### config.mk
export PLATFORM = sky130hd
export DESIGN_NAME = whac_game_engine
export DESIGN_NICKNAME = d
export VERILOG_FILES = /design/src/rtl/whac_game_engine.sv
export SDC_FILE = /design/constraint.sdc
export NUM_CORES = 1
export LEC_CHECK = 0
export ABC_AREA = 1
export BUFFER_PORTS_ARGS = -buffer_cell sky130_fd_sc_hd__buf_4
export CAP_MARGIN = 25
export CELL_PAD_IN_SITES_DETAIL_PLACEMENT = 1
export CELL_PAD_IN_SITES_GLOBAL_PLACEMENT = 1
export CORE_UTILIZATION = 30
export DETAILED_ROUTE_END_ITERATION = 10
export PLACE_DENSITY = 0.59
export SLEW_MARGIN = 40
export SYNTH_ARGS = -nofsm -noshare
export SYNTH_HDL_FRONTEND = slang
export SYNTH_SLANG_ARGS = --single-unit
### constraint.sdc
create_clock -name clk -period 32.7 [get_ports clk]
set_clock_uncertainty 0.05 [all_clocks]
set_input_delay 4.905 -clock clk [delete_from_list [all_inputs] [get_ports clk]]
set_output_delay 4.905 -clock clk [all_outputs]
set_load 0.1 [all_outputs]
### src/rtl/whac_game_engine.sv
// rtl/whac_game_engine.sv - whack-a-mole engine: ms timebase, LFSR mole placement, combo/score keeping
module whac_game_engine #(
    parameter int          NUM_HOLES        = 18,
    parameter int          CLKS_PER_MS      = 50000,
    parameter int          GAME_MS          = 20000,
    parameter int          UP_MS            = 1000,
    parameter int          DOWN_MS          = 1000,
    parameter int          MAX_COMBO        = 99,
    parameter int          MAX_SCORE        = 9999,
    parameter int          FULL_CLEAR_BONUS = 10,
    parameter logic [15:0] LFSR_SEED        = 16'hACE1
) (
    input  logic                             clk,
    input  logic                             rst,
    input  logic                             start,
    input  logic [1:0]                       difficulty,
    input  logic [NUM_HOLES-1:0]             hit_mask,
    output logic [NUM_HOLES-1:0]             mole_mask,
    output logic                             game_in_progress,
    output logic [$clog2(GAME_MS+1)-1:0]     time_left_ms,
    output logic [$clog2(MAX_COMBO+1)-1:0]   combo,
    output logic [$clog2(MAX_SCORE+1)-1:0]   score,
    output logic [$clog2(MAX_SCORE+1)-1:0]   high_score,
    output logic                             game_over
);
    localparam int TW    = $clog2(GAME_MS+1);
    localparam int CW    = $clog2(MAX_COMBO+1);
    localparam int SW    = $clog2(MAX_SCORE+1);
    localparam int PW    = (CLKS_PER_MS > 1) ? $clog2(CLKS_PER_MS) : 1;
    localparam int MAXPH = (UP_MS > DOWN_MS) ? ((UP_MS > 1) ? UP_MS : 1) : ((DOWN_MS > 1) ? DOWN_MS : 1);
    localparam int PHW   = $clog2(MAXPH+1);

    localparam logic [1:0] S_IDLE = 2'd0;
    localparam logic [1:0] S_DOWN = 2'd1;
    localparam logic [1:0] S_UP   = 2'd2;
    localparam logic [1:0] S_OVER = 2'd3;

    logic [1:0]           state_q, state_d;
    logic [1:0]           diff_q, diff_d;
    logic [PW-1:0]        presc_q, presc_d;
    logic [PHW-1:0]       phase_q, phase_d;
    logic [15:0]          lfsr_q, lfsr_d;
    logic [NUM_HOLES-1:0] mask_q, mask_d;
    logic [TW-1:0]        time_q, time_d;
    logic [CW-1:0]        combo_q, combo_d;
    logic [SW-1:0]        score_q, score_d;
    logic [SW-1:0]        high_q, high_d;

    logic                 running, tick, phase_last, time_end;
    logic [PHW-1:0]       up_len, down_len, cur_len;
    logic [31:0]          i0, i1;
    logic [NUM_HOLES-1:0] new_mask, hits, misses, rem;
    logic [5:0]           k;
    logic [31:0]          combo_sum, score_sum, score_bonus;

    assign running    = (state_q == S_DOWN) || (state_q == S_UP);
    assign tick       = running && (presc_q == PW'(CLKS_PER_MS-1));
    assign time_end   = tick && (time_q == TW'(1));
    assign lfsr_d     = {1'b0, lfsr_q[15:1]} ^ (lfsr_q[0] ? 16'hB400 : 16'h0000);

    // Phase lengths halve per difficulty level but never drop below one ms.
    always_comb begin
        up_len   = PHW'(UP_MS) >> diff_q;
        down_len = PHW'(DOWN_MS) >> diff_q;
        if (up_len == '0)   up_len = PHW'(1);
        if (down_len == '0) down_len = PHW'(1);
        cur_len    = (state_q == S_UP) ? up_len : down_len;
        phase_last = (phase_q == cur_len - PHW'(1));
    end

    // Second hole is offset by 1..NUM_HOLES-1 from the first, so it is always distinct.
    always_comb begin
        i0 = {16'h0000, lfsr_q} % NUM_HOLES;
        i1 = (i0 + 32'd1 + ({24'h000000, lfsr_q[15:8]} % (NUM_HOLES-1))) % NUM_HOLES;
        new_mask = {{(NUM_HOLES-1){1'b0}}, 1'b1} << i0;
        if (diff_q >= 2'd2) new_mask = new_mask | ({{(NUM_HOLES-1){1'b0}}, 1'b1} << i1);
    end

    always_comb begin
        hits   = hit_mask & mask_q;
        misses = hit_mask & ~mask_q;
        rem    = mask_q & ~hit_mask;
        k      = '0;
        for (int b = 0; b < NUM_HOLES; b++) k = k + {5'b00000, hits[b]};
        combo_sum   = {{(32-CW){1'b0}}, combo_q} + {26'h0, k};
        if (combo_sum > MAX_COMBO) combo_sum = MAX_COMBO;
        score_sum   = {{(32-SW){1'b0}}, score_q} + combo_sum;
        if (score_sum > MAX_SCORE) score_sum = MAX_SCORE;
        score_bonus = score_sum;
        if (rem == '0) score_bonus = score_sum + FULL_CLEAR_BONUS;
        if (score_bonus > MAX_SCORE) score_bonus = MAX_SCORE;
    end

    always_comb begin
        state_d = state_q;
        diff_d  = diff_q;
        presc_d = presc_q;
        phase_d = phase_q;
        mask_d  = mask_q;
        time_d  = time_q;
        combo_d = combo_q;
        score_d = score_q;
        high_d  = high_q;

        if (running) presc_d = tick ? '0 : presc_q + PW'(1);

        case (state_q)
            S_IDLE: begin
                if (start) begin
                    state_d = S_DOWN;
                    diff_d  = difficulty;
                    presc_d = '0;
                    phase_d = '0;
                    mask_d  = '0;
                    time_d  = TW'(GAME_MS);
                    combo_d = '0;
                    score_d = '0;
                end
            end
            S_DOWN: begin
                if (|hit_mask) combo_d = '0;
                if (tick) begin
                    if (phase_last) begin
                        state_d = S_UP;
                        mask_d  = new_mask;
                        phase_d = '0;
                    end else begin
                        phase_d = phase_q + PHW'(1);
                    end
                end
            end
            S_UP: begin
                mask_d = rem;
                if (|misses) begin
                    combo_d = '0;
                end else if (|hits) begin
                    combo_d = combo_sum[CW-1:0];
                    score_d = score_bonus[SW-1:0];
                end
                if (tick && phase_last) begin
                    // Game end overrides the phase transition, including its timeout miss.
                    if ((|rem) && !time_end) combo_d = '0;
                    mask_d  = '0;
                    state_d = S_DOWN;
                    phase_d = '0;
                end else if (rem == '0) begin
                    state_d = S_DOWN;
                    phase_d = '0;
                end else if (tick) begin
                    phase_d = phase_q + PHW'(1);
                end
            end
            default: begin
                state_d = S_IDLE;
                if (score_q > high_q) high_d = score_q;
            end
        endcase

        if (tick) time_d = time_q - TW'(1);
        if (time_end) begin
            state_d = S_OVER;
            mask_d  = '0;
        end
    end

    always_ff @(posedge clk) begin
        if (rst) begin
            state_q <= S_IDLE;
            diff_q  <= '0;
            presc_q <= '0;
            phase_q <= '0;
            lfsr_q  <= LFSR_SEED;
            mask_q  <= '0;
            time_q  <= '0;
            combo_q <= '0;
            score_q <= '0;
            high_q  <= '0;
        end else begin
            state_q <= state_d;
            diff_q  <= diff_d;
            presc_q <= presc_d;
            phase_q <= phase_d;
            lfsr_q  <= lfsr_d;
            mask_q  <= mask_d;
            time_q  <= time_d;
            combo_q <= combo_d;
            score_q <= score_d;
            high_q  <= high_d;
        end
    end

    assign mole_mask        = mask_q;
    assign game_in_progress = running;
    assign time_left_ms     = time_q;
    assign combo            = combo_q;
    assign score            = score_q;
    assign high_score       = high_q;
    assign game_over        = (state_q == S_OVER);
endmodule

* Yosys cells after proc, flatten, opt, wreduce, memory -nomap -nowiden *
Index checks and enable logic that the tools add are counted.

word-level totals
  register bits after elaboration = 114
  output and inout bits = 70
  word-level logic and storage cells = 143

operators by class
  add/sub/neg operators = 26
  divide/modulo/power cells = 3
  bitwise operators = 8
  eq/ne operators = 17
  shifts and indexed selects = 3
  reductions and logical operators = 27
  mux-type cells = 44
  magnitude comparators = 5

operators with widths
  cell                                                                               count
  18-bit two-way mux                                                                 5
  16-bit two-way mux                                                                 5
  6-bit by 1-bit adder with 6-bit output                                             12
  18-bit OR reduction                                                                4
  10-bit two-way mux                                                                 7
  32-bit by 14-bit greater-than comparator with 1-bit output, second input constant  2
  32-bit two-way mux                                                                 2
  1-bit by 32-bit << shifter with 18-bit output, first input constant                2
  14-bit two-way mux                                                                 4
  18-bit bitwise AND                                                                 3
  18-bit case mux with 3 select lines                                                1
  15-bit two-way mux                                                                 3
  7-bit two-way mux                                                                  6
  18-bit inverter                                                                    2
  14-bit by 32-bit adder with 32-bit output                                          1
  32-bit by 1-bit adder with 32-bit output, second input constant                    1
  32-bit adder                                                                       1
  32-bit by 4-bit adder with 32-bit output, second input constant                    1
  16-bit by 5-bit remainder unit with 32-bit output, second input constant           1
  32-bit by 5-bit remainder unit with 32-bit output, second input constant           1
  8-bit by 5-bit remainder unit with 32-bit output, second input constant            1
  10-bit case mux with 3 select lines                                                1
  14-bit case mux with 2 select lines                                                1
  7-bit case mux with 3 select lines                                                 1
  other kinds (42)                                                                   65

* Depth between registers and ports, before layout *
  depth in word-level cells = 31
  depth in mapped cells = 241

* Worst setup path after synthesis *
Ideal clock, no wire load.

  path type = register -> register
  from = register lfsr_q[13]
  to = register mask_q[15], in the netlist mole_mask[15]
  buffers on the path = 5
  slack = 12.877 ns
  cell stages (with the launch flop) = 208
  arrival time = 19.704 ns
  clock period less this slack = 19.823 ns
  cell sequence = dfxtp_1 nor2_2 nand2_2 ha_1 inv_4 a21oi_1 inv_1 nand3_1 nand2_1 nor2_4 nand2_1 o21bai_2 nand4_2 nand2_8 nand3_4 nand2_1 nand3_4 nor2_8 [172 not listed] inv_2 nand2_2 nand2_2 nand2_2 nand2_1 inv_1 ha_1 xor2_1 nand2_1 nand2_2 inv_2 nor2_4 nand2_1 nand2_1 nand2_1 nand2_1 nand2_1 a21oi_2

between the ends
  longest elaborated chain between the ends = 10

RTL lines
  element                                            line  RTL
  start: declaration                                 42    logic [15:0] lfsr_q, lfsr_d;
  start signal: assignment                           183   lfsr_q <= lfsr_d;
  16-bit by 5-bit remainder unit with 32-bit output  73    i0 = {16'h0000, lfsr_q} % NUM_HOLES;
  32-bit by 1-bit adder with 32-bit output           74    i1 = (i0 + 32'd1 + ({24'h000000, lfsr_q[15:8]} % (NUM_HOLES-1))) % NUM_HOLES;
  32-bit adder                                       74
  32-bit by 5-bit remainder unit with 32-bit output  74
  1-bit by 32-bit << shifter with 18-bit output      76    if (diff_q >= 2'd2) new_mask = new_mask | ({{(NUM_HOLES-1){1'b0}}, 1'b1} << i1);
  18-bit OR                                          76
  18-bit two-way mux (*)                             76
  18-bit two-way mux (*)                             123   if (phase_last) begin
  18-bit two-way mux (*)                             122   if (tick) begin
  18-bit case mux with 3 select lines (*)            107   case (state_q)
  end signal: assignment                             184   mask_q <= mask_d;
  end: declaration                                   43    logic [NUM_HOLES-1:0] mask_q, mask_d;

Mark *: on every way between the ends. The rest lies on a longest branch, timed or not. The select of a mux whose other input is x is not followed.
A chain may end at the register's enable or synchronous reset.

* Worst setup path in the final report *
  from = register lfsr_q[12]
  to = register mask_q[12], in the netlist mole_mask[12]

Same word-level chain as after synthesis.

==> reports/summary.json <==
{
  "syn-mean-instance-area": {"value": 5.88, "unit": "µm²"},
  "ys.warnings.count": {"value": 0},
  "initial_utilization": {"value": 30.5, "unit": "%"},
  "mostFrequentLayoutCells": {"value": "sky130_fd_sc_hd__nand2_1 (799), sky130_fd_sc_hd__inv_1 (447), sky130_fd_sc_hd__nor2_1 (274)"},
  "io_buffers": {"value": 92},
  "synth-compound-area-share": {"value": 12.6, "unit": "%"},
  "achievable-frequency": {"value": 39.7, "unit": "MHz"},
  "fin_nets": {"value": 3290},
  "antennaDiodeCount": {"value": 0},
  "timing_worst_slew_pin_value": {"value": 794, "unit": "ps"},
  "worst-path-max-fanout": {"value": 42},
  "num_io_pins": {"value": 93},
  "rsz0062_at_grt": {"value": "false"},
  "combinational_family_with_the_most_area_after_synthesis": {"value": "simple AND/OR/NAND/NOR gates"},
  "endpoint_kind": {"value": "register"},
  "place.detailed.hpwl": {"value": 51900, "unit": "µm"},
  "drc_marker_count_from_the_first_detailed_route_iteration": {"value": 582},
  "async_flop_share": {"value": 0, "unit": "%"},
  "rows": {"value": 89},
  "area_growth": {"value": 11.1, "unit": "%"},
  "clock-root-buffer": {"value": "sky130_fd_sc_hd__clkbuf_16"},
  "die-height": {"value": 248, "unit": "µm"},
  "timing.reg2reg.worst_path_depth": {"value": 187},
  "grt_overflow": {"value": 0},
  "core-area": {"value": 59500, "unit": "µm²"},
  "synthMuxAreaShare": {"value": 0.0551, "unit": "%"},
  "tritoncts": {"value": "done"},
  "critPathKind": {"value": "register to register"},
  "synth_enable_flop_cells": {"value": 0},
  "postcts_setup_bufs": {"value": 0},
  "die-width": {"value": 248, "unit": "µm"},
  "layout_cells_sized_above_1": {"value": 14.9, "unit": "%"},
  "layout.cells.most_common": {"value": "sky130_fd_sc_hd__nand2_1"},
  "ctsHtreeMaxLevel": {"value": 4},
  "timing.final.max_slew_violations": {"value": 0},
  "grt_first_pass_wirelength": {"value": 102000, "unit": "µm"},
  "detail-route-antenna-nets": {"value": 0},
  "report.final.setup_viol": {"value": 0},
  "postCtsResizedCells": {"value": 0},
  "clockBufferDepth": {"value": 2},
  "worst-endpoint-arrival": {"value": 25510, "unit": "ps"},
  "routed-via-count": {"value": 19800},
  "wl_per_cell": {"value": 15.6, "unit": "µm"},
  "post_synth_instance_area": {"value": 18200, "unit": "µm²"},
  "grt_pass1_vias": {"value": 20552},
  "yosys.area_share.simple": {"value": 48.4, "unit": "%"},
  "synth-seq-area-share": {"value": 12.6, "unit": "%"},
  "critical_path.max_stage_delay": {"value": 400, "unit": "ps"},
  "min_period_over_period": {"value": 77.1, "unit": "%"},
  "status": {"value": "finished clean"},
  "setup_tns": {"value": 0, "unit": "ps"},
  "place.gp.congestion": {"value": 0.890},
  "cts.sink_count": {"value": 114},
  "residual_drc_count": {"value": 0},
  "synth_top_flop_cell": {"value": "sky130_fd_sc_hd__dfxtp_1"},
  "cts_buffers": {"value": 17},
  "slew_headroom": {"value": 47.0, "unit": "%"},
  "holdPathStages": {"value": 2},
  "antenna_found_initial": {"value": 0},
  "cp_launch_type": {"value": "register"},
  "slowest_stage": {"value": "sky130_fd_sc_hd__nand3_1"},
  "grt_start_max_net_pins": {"value": 43},
  "clock_insertion_delay_worst_skew": {"value": 430, "unit": "ps"},
  "timing.critical_path.mode_cell": {"value": "sky130_fd_sc_hd__nand2_2"},
  "synthesis.nets": {"value": 3213},
  "hold_class": {"value": "register to register"},
  "grt_use_total": {"value": 20.1, "unit": "%"},
  "postSynthCellCount": {"value": 3087},
  "yosys.cell_types.count": {"value": 83},
  "routed_wirelength": {"value": 61500, "unit": "µm"},
  "drtPass1Iterations": {"value": 5},
  "synth-xor-area-share": {"value": 6.02, "unit": "%"},
  "post_drt_via_cell_ratio": {"value": 5.01},
  "finalHoldViolCount": {"value": 0},
  "cts_hold_buf": {"value": 0},
  "required": {"value": 33000, "unit": "ps"},
  "clk_pin_slew": {"value": 60, "unit": "ps"},
  "finalWorstPathRequiredPeriod": {"value": 25210, "unit": "ps"},
  "fp.dieArea": {"value": 61500, "unit": "µm²"},
  "ys_ff_latch": {"value": 114},
  "drv_cap": {"value": 0},
  "synth-adder-area-share": {"value": 7.67, "unit": "%"}
}
-- cells in the mapped netlist (6+ instances only) --
cell type | number | area share [%]
sky130_fd_sc_hd__a21oi_1 | 156 | 4.3
sky130_fd_sc_hd__xnor2_1 | 25 | 1.2
sky130_fd_sc_hd__dfxtp_1 | 114 | 13
sky130_fd_sc_hd__o21ai_0 | 95 | 2.6
sky130_fd_sc_hd__nand4_2 | 13 | 0.90
sky130_fd_sc_hd__o21ai_2 | 6 | 0.29
sky130_fd_sc_hd__clkinv_1 | 23 | 0.48
sky130_fd_sc_hd__nor2_2 | 20 | 0.69
sky130_fd_sc_hd__nand2_2 | 142 | 4.9
sky130_fd_sc_hd__o22ai_1 | 6 | 0.21
sky130_fd_sc_hd__clkbuf_1 | 13 | 0.27
sky130_fd_sc_hd__a31oi_1 | 13 | 0.45
sky130_fd_sc_hd__o21a_1 | 15 | 0.62
sky130_fd_sc_hd__nand3_4 | 8 | 0.77
sky130_fd_sc_hd__nor3_1 | 47 | 1.3
sky130_fd_sc_hd__nand2_1 | 800 | 17
sky130_fd_sc_hd__inv_1 | 447 | 9.2
sky130_fd_sc_hd__nand4_1 | 107 | 3.7
sky130_fd_sc_hd__xor2_1 | 93 | 4.5
sky130_fd_sc_hd__nor2_1 | 274 | 5.7
sky130_fd_sc_hd__nand2_4 | 16 | 0.99
sky130_fd_sc_hd__o21bai_1 | 8 | 0.33
sky130_fd_sc_hd__fa_1 | 14 | 1.5
sky130_fd_sc_hd__nand3b_1 | 10 | 0.41
sky130_fd_sc_hd__nand3_1 | 242 | 6.7
sky130_fd_sc_hd__ha_1 | 89 | 6.1
sky130_fd_sc_hd__a21oi_2 | 7 | 0.34
sky130_fd_sc_hd__a211oi_1 | 6 | 0.25
sky130_fd_sc_hd__nand3_2 | 37 | 2.0
sky130_fd_sc_hd__nor4_1 | 30 | 1.0
sky130_fd_sc_hd__nor3b_1 | 6 | 0.25
sky130_fd_sc_hd__o211ai_1 | 8 | 0.33
sky130_fd_sc_hd__o21ai_1 | 34 | 0.94
sky130_fd_sc_hd__buf_6 | 10 | 0.62
sky130_fd_sc_hd__nor2_4 | 10 | 0.62
sky130_fd_sc_hd__inv_2 | 42 | 0.87
sky130_fd_sc_hd__or2_2 | 8 | 0.28
-- final cells by class --
class                   instances  area (µm²)
well taps                     773         967
fillers                      8042       39300
clock inverters                 8         125
multi-input cells            2413       13600
flip-flops and latches        114        2280
repair buffers                 94         706
inverters                     524        2030
clock buffers                  24         492
-- through the flow --
step | instances | hold slack, ps | instance area (µm²) | util, % | setup slack [ps]
2_1_floorplan | 3087 | 402 | 18200 | - | 12880
3_3_place_gp | 3918 | 415 | 19600 | 32.9 | 8450
3_5_place_dp | 3918 | 419 | 19600 | 32.9 | 7470
4_1_cts | 3950 | 429 | 20200 | 33.9 | 7380
5_1_grt | 3950 | 450 | 20200 | 33.9 | 4220
6_report | 3950 | 424 | 20200 | 33.9 | 7490
-- critical path, delay by kind of cell, from the launching register on --
kind	cells	cell delay (ps)
buf+inv	18	1660
simple gates	152	18770
flops	1	360
xor+xnor	2	510
fa+ha+maj	3	870
compound gates	12	2800
-- path summary, 6_finish.rpt --
path | start | endpoint | slack [ps]
setup reg to reg | lfsr_q[12] | mole_mask[12] | 7490
setup / recovery | lfsr_q[12] | mole_mask[12] | 7490
hold reg to reg | high_score[7] | high_score[7] | 420
hold / removal | high_score[7] | high_score[7] | 420
-- metal layers --
| layer | share of wire (%) | GRT usage (%) | up-vias | routed length [µm] |
|---|---|---|---|---|
| met2 | 50 | 36.8 | 153 | 30700 |
| met4 | 1.3 | 3.95 | 0 | 809 |
| li1 | - | - | 10177 | - |
| met5 | 0 | 0 | - | 0 |
| met1 | 47 | 24.9 | 9416 | 28600 |
| met3 | 2.3 | 2.47 | 54 | 1390 |
-- cells by family (layout without fill, tap and decap cells) --
family | count (synthesis) | after routing
buffers and inverters | 560 | 650
XOR/XNOR | 121 | 121
adder cells (fa/ha/maj) | 103 | 103
other | 1 | 1
AND/OR/NAND/NOR | 1795 | 1795
flip-flops | 114 | 114
multiplexers | 1 | 1
AO/OA/AOI/OAI | 392 | 392
-- state kept, by name (all words and copies together), names as in the netlist --
| signal | flops |
|---|---|
| combo | 7 |
| diff_q | 2 |
| presc_q | 16 |
| state_q | 2 |
| high_score | 14 |
| score | 14 |
| phase_q | 10 |
| lfsr_q | 16 |
| time_left_ms | 15 |
| mole_mask | 18 |
Power is left out: the tool's default activity adds up to more than one toggle a clock period on the data nets, which glitch-free logic cannot reach.
